File: config.mk
export PLATFORM = sky130hd
export DESIGN_NAME = seg7_scan_decoder
export DESIGN_NICKNAME = d
export VERILOG_FILES = /design/src/rtl/seg7_pkg.sv /design/src/rtl/seg7_to_bcd.sv /design/src/rtl/seg7_scan_decoder.sv
export SDC_FILE = /design/constraint.sdc
export NUM_CORES = 1
export LEC_CHECK = 0
export ABC_AREA = 1
export CAP_MARGIN = 20
export CORE_MARGIN = 4
export CORE_UTILIZATION = 54
export DETAILED_ROUTE_END_ITERATION = 6
export GPL_ROUTABILITY_DRIVEN = 0
export PLACE_DENSITY = 0.73
export SLEW_MARGIN = 30
export SYNTH_ARGS = -nofsm -noshare
export SYNTH_HDL_FRONTEND = slang
export SYNTH_SLANG_ARGS = --single-unit
File: constraint.sdc
create_clock -name clk -period 7.5 [get_ports clk]
set_input_delay 1.5 -clock clk [delete_from_list [all_inputs] [get_ports clk]]
set_output_delay 1.5 -clock clk [all_outputs]
set_load 0.02 [all_outputs]
File: src/rtl/seg7_pkg.sv
// Shared definitions for the 7-segment scan decoder and other display-path monitors.
// Contents: active-low segment codes for 0..9, blank/error codes, frame FSM state
// type, and a helper that qualifies an active-low one-hot anode select.
package seg7_pkg;

    localparam int unsigned DIGITS = 4;
    localparam int unsigned SEG_W  = 7;
    localparam int unsigned BCD_W  = 4;

    // Segment order {a,b,c,d,e,f,g}, active-low
    localparam logic [SEG_W-1:0] SEG_0     = 7'b0000001;
    localparam logic [SEG_W-1:0] SEG_1     = 7'b1001111;
    localparam logic [SEG_W-1:0] SEG_2     = 7'b0010010;
    localparam logic [SEG_W-1:0] SEG_3     = 7'b0000110;
    localparam logic [SEG_W-1:0] SEG_4     = 7'b1001100;
    localparam logic [SEG_W-1:0] SEG_5     = 7'b0100100;
    localparam logic [SEG_W-1:0] SEG_6     = 7'b0100000;
    localparam logic [SEG_W-1:0] SEG_7     = 7'b0001111;
    localparam logic [SEG_W-1:0] SEG_8     = 7'b0000000;
    localparam logic [SEG_W-1:0] SEG_9     = 7'b0000100;
    localparam logic [SEG_W-1:0] SEG_BLANK = 7'b1111111;

    localparam logic [DIGITS-1:0] DIGIT_BLANK = 4'b1111;
    localparam logic [BCD_W-1:0]  BCD_ERR     = 4'hF;

    typedef enum logic {
        IDLE,
        COLLECT
    } frame_state_t;

    typedef struct packed {
        logic       ok;
        logic [1:0] index;
    } digit_sel_t;

    // ok = exactly one low bit; index = position of that bit
    function automatic digit_sel_t onehot_low(input logic [DIGITS-1:0] digit);
        digit_sel_t sel;
        sel = '0;
        case (digit)
            4'b1110: sel = '{ok: 1'b1, index: 2'd0};
            4'b1101: sel = '{ok: 1'b1, index: 2'd1};
            4'b1011: sel = '{ok: 1'b1, index: 2'd2};
            4'b0111: sel = '{ok: 1'b1, index: 2'd3};
            default: sel = '0;
        endcase
        return sel;
    endfunction

endpackage

File: src/rtl/seg7_to_bcd.sv
// Combinational 7-segment pattern to BCD decoder.
// Ports: pattern (active-low {a..g}) -> bcd_c (0..9, or 4'hF when illegal),
//        err_c (1 when the pattern is not a legal digit).
module seg7_to_bcd
    import seg7_pkg::*;
(
    input  logic [SEG_W-1:0] pattern,
    output logic [BCD_W-1:0] bcd_c,
    output logic             err_c
);

    always_comb begin
        bcd_c = BCD_ERR;
        case (pattern)
            SEG_0:   bcd_c = 4'd0;
            SEG_1:   bcd_c = 4'd1;
            SEG_2:   bcd_c = 4'd2;
            SEG_3:   bcd_c = 4'd3;
            SEG_4:   bcd_c = 4'd4;
            SEG_5:   bcd_c = 4'd5;
            SEG_6:   bcd_c = 4'd6;
            SEG_7:   bcd_c = 4'd7;
            SEG_8:   bcd_c = 4'd8;
            SEG_9:   bcd_c = 4'd9;
            default: bcd_c = BCD_ERR;
        endcase
    end

    assign err_c = (bcd_c == BCD_ERR);

endmodule

File: src/rtl/seg7_scan_decoder.sv
// Receive-side decoder for a 4-digit multiplexed active-low 7-segment bus.
// Ports: clk, reset (async, active-high); digit_in (active-low anode one-hot),
//        display_in (active-low {a..g}); bcd_out {bcd3..bcd0}, digit_valid,
//        seg_err, frame_done (1-cycle pulse per completed frame), stale.
module seg7_scan_decoder
    import seg7_pkg::*;
#(
    parameter int unsigned STABLE_CYCLES  = 4,
    parameter int unsigned TIMEOUT_CYCLES = 65535
) (
    input  logic                      clk,
    input  logic                      reset,
    input  logic [DIGITS-1:0]         digit_in,
    input  logic [SEG_W-1:0]          display_in,
    output logic [DIGITS*BCD_W-1:0]   bcd_out,
    output logic [DIGITS-1:0]         digit_valid,
    output logic [DIGITS-1:0]         seg_err,
    output logic                      frame_done,
    output logic                      stale
);

    localparam int unsigned STAB_W = 9;
    localparam int unsigned TMO_W  = 20;

    localparam logic [STAB_W-1:0] STABLE_LAST = STAB_W'(STABLE_CYCLES);
    localparam logic [STAB_W-1:0] STABLE_SAT  = STAB_W'(STABLE_CYCLES + 1);
    localparam logic [TMO_W-1:0]  TMO_LAST    = TMO_W'(TIMEOUT_CYCLES - 1);
    localparam logic [TMO_W-1:0]  TMO_MAX     = TMO_W'(TIMEOUT_CYCLES);

    logic [DIGITS-1:0] digit_s1, digit_s2;
    logic [SEG_W-1:0]  seg_s1, seg_s2;
    logic [STAB_W-1:0] stab_cnt;
    logic [TMO_W-1:0]  tmo_cnt;
    logic              pair_change;
    logic              accept;
    logic              tmo_hit;
    digit_sel_t        sel;
    logic [DIGITS-1:0] pos_mask;
    logic [BCD_W-1:0]  dec_bcd;
    logic              dec_err;

    frame_state_t      state, state_n;
    logic [DIGITS-1:0] seen, seen_n;
    logic [DIGITS-1:0] seen_acc;
    logic              frame_done_n;

    // Two-flop synchronizer, reset to the blank pattern
    always_ff @(posedge clk or posedge reset) begin
        if (reset) begin
            digit_s1 <= DIGIT_BLANK;
            digit_s2 <= DIGIT_BLANK;
            seg_s1   <= SEG_BLANK;
            seg_s2   <= SEG_BLANK;
        end else begin
            digit_s1 <= digit_in;
            digit_s2 <= digit_s1;
            seg_s1   <= display_in;
            seg_s2   <= seg_s1;
        end
    end

    // stab_cnt = number of consecutive cycles the synchronized pair has held;
    // saturating one past the threshold makes the accept fire once per run.
    assign pair_change = ({digit_s1, seg_s1} != {digit_s2, seg_s2});

    always_ff @(posedge clk or posedge reset) begin
        if (reset) begin
            stab_cnt <= '0;
        end else if (pair_change) begin
            stab_cnt <= STAB_W'(1);
        end else if (stab_cnt != STABLE_SAT) begin
            stab_cnt <= stab_cnt + STAB_W'(1);
        end
    end

    assign sel      = onehot_low(digit_s2);
    assign accept   = (stab_cnt == STABLE_LAST) && sel.ok;
    assign pos_mask = DIGITS'(4'b0001 << sel.index);
    assign tmo_hit  = !accept && (tmo_cnt == TMO_LAST);

    seg7_to_bcd u_dec (
        .pattern (seg_s2),
        .bcd_c   (dec_bcd),
        .err_c   (dec_err)
    );

    // Idle counter: cleared by accepts, saturates at the timeout value
    always_ff @(posedge clk or posedge reset) begin
        if (reset) begin
            tmo_cnt <= '0;
        end else if (accept) begin
            tmo_cnt <= '0;
        end else if (tmo_cnt != TMO_MAX) begin
            tmo_cnt <= tmo_cnt + TMO_W'(1);
        end
    end

    // Per-digit result registers; bcd_out/seg_err survive a timeout
    always_ff @(posedge clk or posedge reset) begin
        if (reset) begin
            bcd_out     <= '0;
            seg_err     <= '0;
            digit_valid <= '0;
            stale       <= 1'b0;
        end else if (accept) begin
            for (int i = 0; i < DIGITS; i++) begin
                if (sel.index == 2'(i)) begin
                    bcd_out[i*BCD_W +: BCD_W] <= dec_bcd;
                    seg_err[i]                <= dec_err;
                end
            end
            digit_valid <= digit_valid | pos_mask;
            stale       <= 1'b0;
        end else if (tmo_hit) begin
            digit_valid <= '0;
            stale       <= 1'b1;
        end
    end

    // Frame FSM state register
    always_ff @(posedge clk or posedge reset) begin
        if (reset) begin
            state      <= IDLE;
            seen       <= '0;
            frame_done <= 1'b0;
        end else begin
            state      <= state_n;
            seen       <= seen_n;
            frame_done <= frame_done_n;
        end
    end

    // Frame FSM next state: collect positions, pulse when all four are seen
    assign seen_acc = seen | pos_mask;

    always_comb begin
        state_n      = state;
        seen_n       = seen;
        frame_done_n = 1'b0;
        case (state)
            IDLE: begin
                if (accept) begin
                    state_n = COLLECT;
                    seen_n  = pos_mask;
                end
            end
            COLLECT: begin
                if (accept) begin
                    if (seen_acc == DIGIT_BLANK) begin
                        frame_done_n = 1'b1;
                        seen_n       = '0;
                    end else begin
                        seen_n = seen_acc;
                    end
                end else if (tmo_hit) begin
                    state_n = IDLE;
                    seen_n  = '0;
                end
            end
            default: begin
                state_n = IDLE;
                seen_n  = '0;
            end
        endcase
    end

endmodule

==> summary.md <==
| Metric | Value |
|---|---|
| Final Max Slew Viols | `0` |
| Setup WS post-layout | `4.64 ns` |
| Crit path buffers/inverters | `1` |
| Post-placement cell area | `4500 µm²` |
| Final ANT Viol Nets | `0` |
| Vias per cell | `5.03` |
| Most frequent cells in the layout | `nand2_1 (136), dfrtp_1 (60), nor2_1 (59)` |
| Wire per inst | `12.6 µm` |
| Sequential cell area fraction in the yosys report | `52.0%` |
| Commonest non-fill, non-tap cell in the layout | `nand2_1` |
| Syn_area_per_cell | `8.36 µm²` |
| Max-cap violation count | `0` |
| Pin count of the biggest net entering global routing | `83` |
| CP cell instances | `clkdlybuf4s50_1` |
| Clk_lat worst skew | `0.37 ns` |
| Max transition margin | `53.2%` |
| Sink Count | `82` |
| Hpwl dp | `5.67 mm` |
| CP Capture Type | `output port` |
| Place WS | `4.93 ns` |
| # port buffers | `38` |
| Synthesis Warnings | `0` |
| Hold_ws | `0.369 ns` |
| Tmin final | `2.86 ns` |
| CTS H-tree lvls | `3` |
| Final setup violation count | `0` |
| Leakage Power | `2.28 nW` |
| WP data arrival | `1.36 ns` |
| CTS buffer count | `9` |
| Post-route design area | `4690 µm²` |
| Post-Layout Cell Count | `630` |
| Die extent in y | `94.0 µm` |
| Vias in the first global route | `3164` |
| Number of core rows | `31` |
| Maximum VDD drop | `108 µV` |
| Post-synth net total | `496` |
| Via count | `3169` |
| Number of synthesized register bits | `82` |
| Inst Count DP | `614` |
| Ports | `39` |
| CTS tree | `built` |
| Routed wire length | `7.92 mm` |
| Post-CTS Hold Fix Bufs | `0` |
| RSZ-0062 raised after global routing | `false` |
| Initial Utilization | `55.4%` |
| Library cells used by synthesis | `31` |
| Sum Neg Setup Slack | `0 ns` |
| DRC | `0` |
| Tot GR Track Use | `19.9%` |
| Clock slew at reported path FFs | `0.09 ns` |
| Die area | `8840 µm²` |
| ANT cells | `0` |
| Post-CTS setup buffers | `0` |
| Worst Path Required | `6.00 ns` |
| Share of layout cells above drive strength 1 | `11.3%` |
| Final period utilization | `38.1%` |
| Slew @ Worst Pin | `0.702 ns` |
| Setup Skew | `0.0132 ns` |
| CTS Root Buffer Type | `clkbuf_8` |
| Slowest-stage cell, CP | `clkdlybuf4s50_1` |
| Crit-path max cell delay | `0.62 ns` |
| Status | `finished clean` |
| First-pass GRT wire length | `14.0 mm` |
| Worst-path maximum fanout | `2` |
| CTS max path bufs | `2` |
| Initial antenna violation count | `0` |
| CP Class | `flip-flop to output port` |
| F_max | `0.350 GHz` |
| Die X | `94.0 µm` |
| CP top delay family | `buffers and inverters` |
| Final Hold Vio Count | `0` |
| Mapped cell area | `4000 µm²` |
| Drt pass-1 iters | `5` |
| GRT overflow | `0` |
| Core area | `7210 µm²` |
| Hold/Removal Path Class | `flip-flop to flip-flop` |
| CTS resizes | `0` |
| Critical path launch point type | `flip-flop` |
| Layout area overhead | `17.3%` |
| Number of DRC markers in iteration 0 | `219` |
| Post-Syn Instances | `478` |
| Pwr per Cell Area | `173 nW/µm²` |
| # nets final | `544` |
-- layer usage --
| layer | track usage (%) | share of wire (%) |
|---|---|---|
| met2 | 32.6 | 47 |
| met4 | 9.63 | 2.1 |
| met1 | 25.8 | 47 |
| met3 | 3.04 | 4.2 |
| met5 | 0 | 0 |
-- Yosys cell counts --
library cell / instances / area share, %
nand2_1: 136 / 13
dfrtp_1: 60 / 38
nor2_1: 59 / 5.5
inv_1: 52 / 4.9
nand3_1: 27 / 3.4
dfstp_2: 22 / 14
nor3_1: 19 / 2.4
nand4_1: 16 / 2.5
o21ai_0: 16 / 2.0
xor2_1: 14 / 3.1
xnor2_1: 12 / 2.6
inv_2: 7 / 0.66
ha_1: 5 / 1.6
nor2_4: 5 / 1.4
a21oi_1: 4 / 0.50
a31oi_1: 4 / 0.63
o21ai_1: 4 / 0.50
nand2_2: 2 / 0.31
nand2_4: 2 / 0.56
a211oi_1: 1 / 0.19
and3_1: 1 / 0.16
buf_2: 1 / 0.13
buf_6: 1 / 0.28
clkinv_1: 1 / 0.094
clkinv_2: 1 / 0.13
nand3_4: 1 / 0.44
nand4_4: 1 / 0.53
nor2_2: 1 / 0.16
nor3b_1: 1 / 0.19
o21a_1: 1 / 0.19
o21ai_2: 1 / 0.22
-- report_power, final --
part | switching [mW] | internal (mW) | total, mW
clock | 0.164 | 0.152 | 0.316
sequential | 0.00663 | 0.453 | 0.460
combinational | 0.0222 | 0.0134 | 0.0356
total | 0.193 | 0.619 | 0.811
-- cell type report --
class,count,area [µm²]
clock inverter,7,70.1
sequential,82,2080
clock buffer,9,124
inverter,61,230
fill,618,2520
multi-input combinational,333,1670
tap,99,124
timing repair buffer,39,392
-- flip-flops by register name, summed over array words and instances, names as in the netlist --
signal       cells
stab_cnt         9
seg_err          4
seg_s2           7
frame_done       1
tmo_cnt         20
digit_s2         4
stale            1
seg_s1           7
state            1
digit_valid      4
seen             4
bcd_out         16
digit_s1         4
-- final timing paths --
check | from | depth (start not counted) | end | slack, ns
max in group asynchronous | reset | 3 | seen[0] | 5.37
hold reg to reg | seg_s1[5] | 0 | seg_s2[5] | 0.37
setup / recovery | bcd_out[9] | 1 | bcd_out[9] | 4.64
hold / removal | seg_s1[5] | 0 | seg_s2[5] | 0.37
min in group asynchronous | reset | 3 | bcd_out[15] | 1.65
setup reg to reg | tmo_cnt[1] | 9 | tmo_cnt[0] | 5.56
-- per-stage QoR --
step / total power [mW] / utilization, %
2_1_floorplan: 0.490 / -
5_1_grt: 0.845 / 65.0
6_report: 0.811 / 65.0
3_3_place_gp: 0.503 / 62.3
4_1_cts: 0.821 / 65.0
3_5_place_dp: 0.504 / 62.3
-- kinds of logic after synthesis --
kind of cell / count (synthesis) / share of synthesized area [%]
AOI/OAI and AO/OA: 31 / 4.23
adders and majority gates: 5 / 1.56
buffers and inverters: 63 / 6.17
DFF: 82 / 52.0
and+or+nand+nor: 271 / 30.3
xor gates and xnor gates: 26 / 5.70
Power figures use the tool's default switching activity.
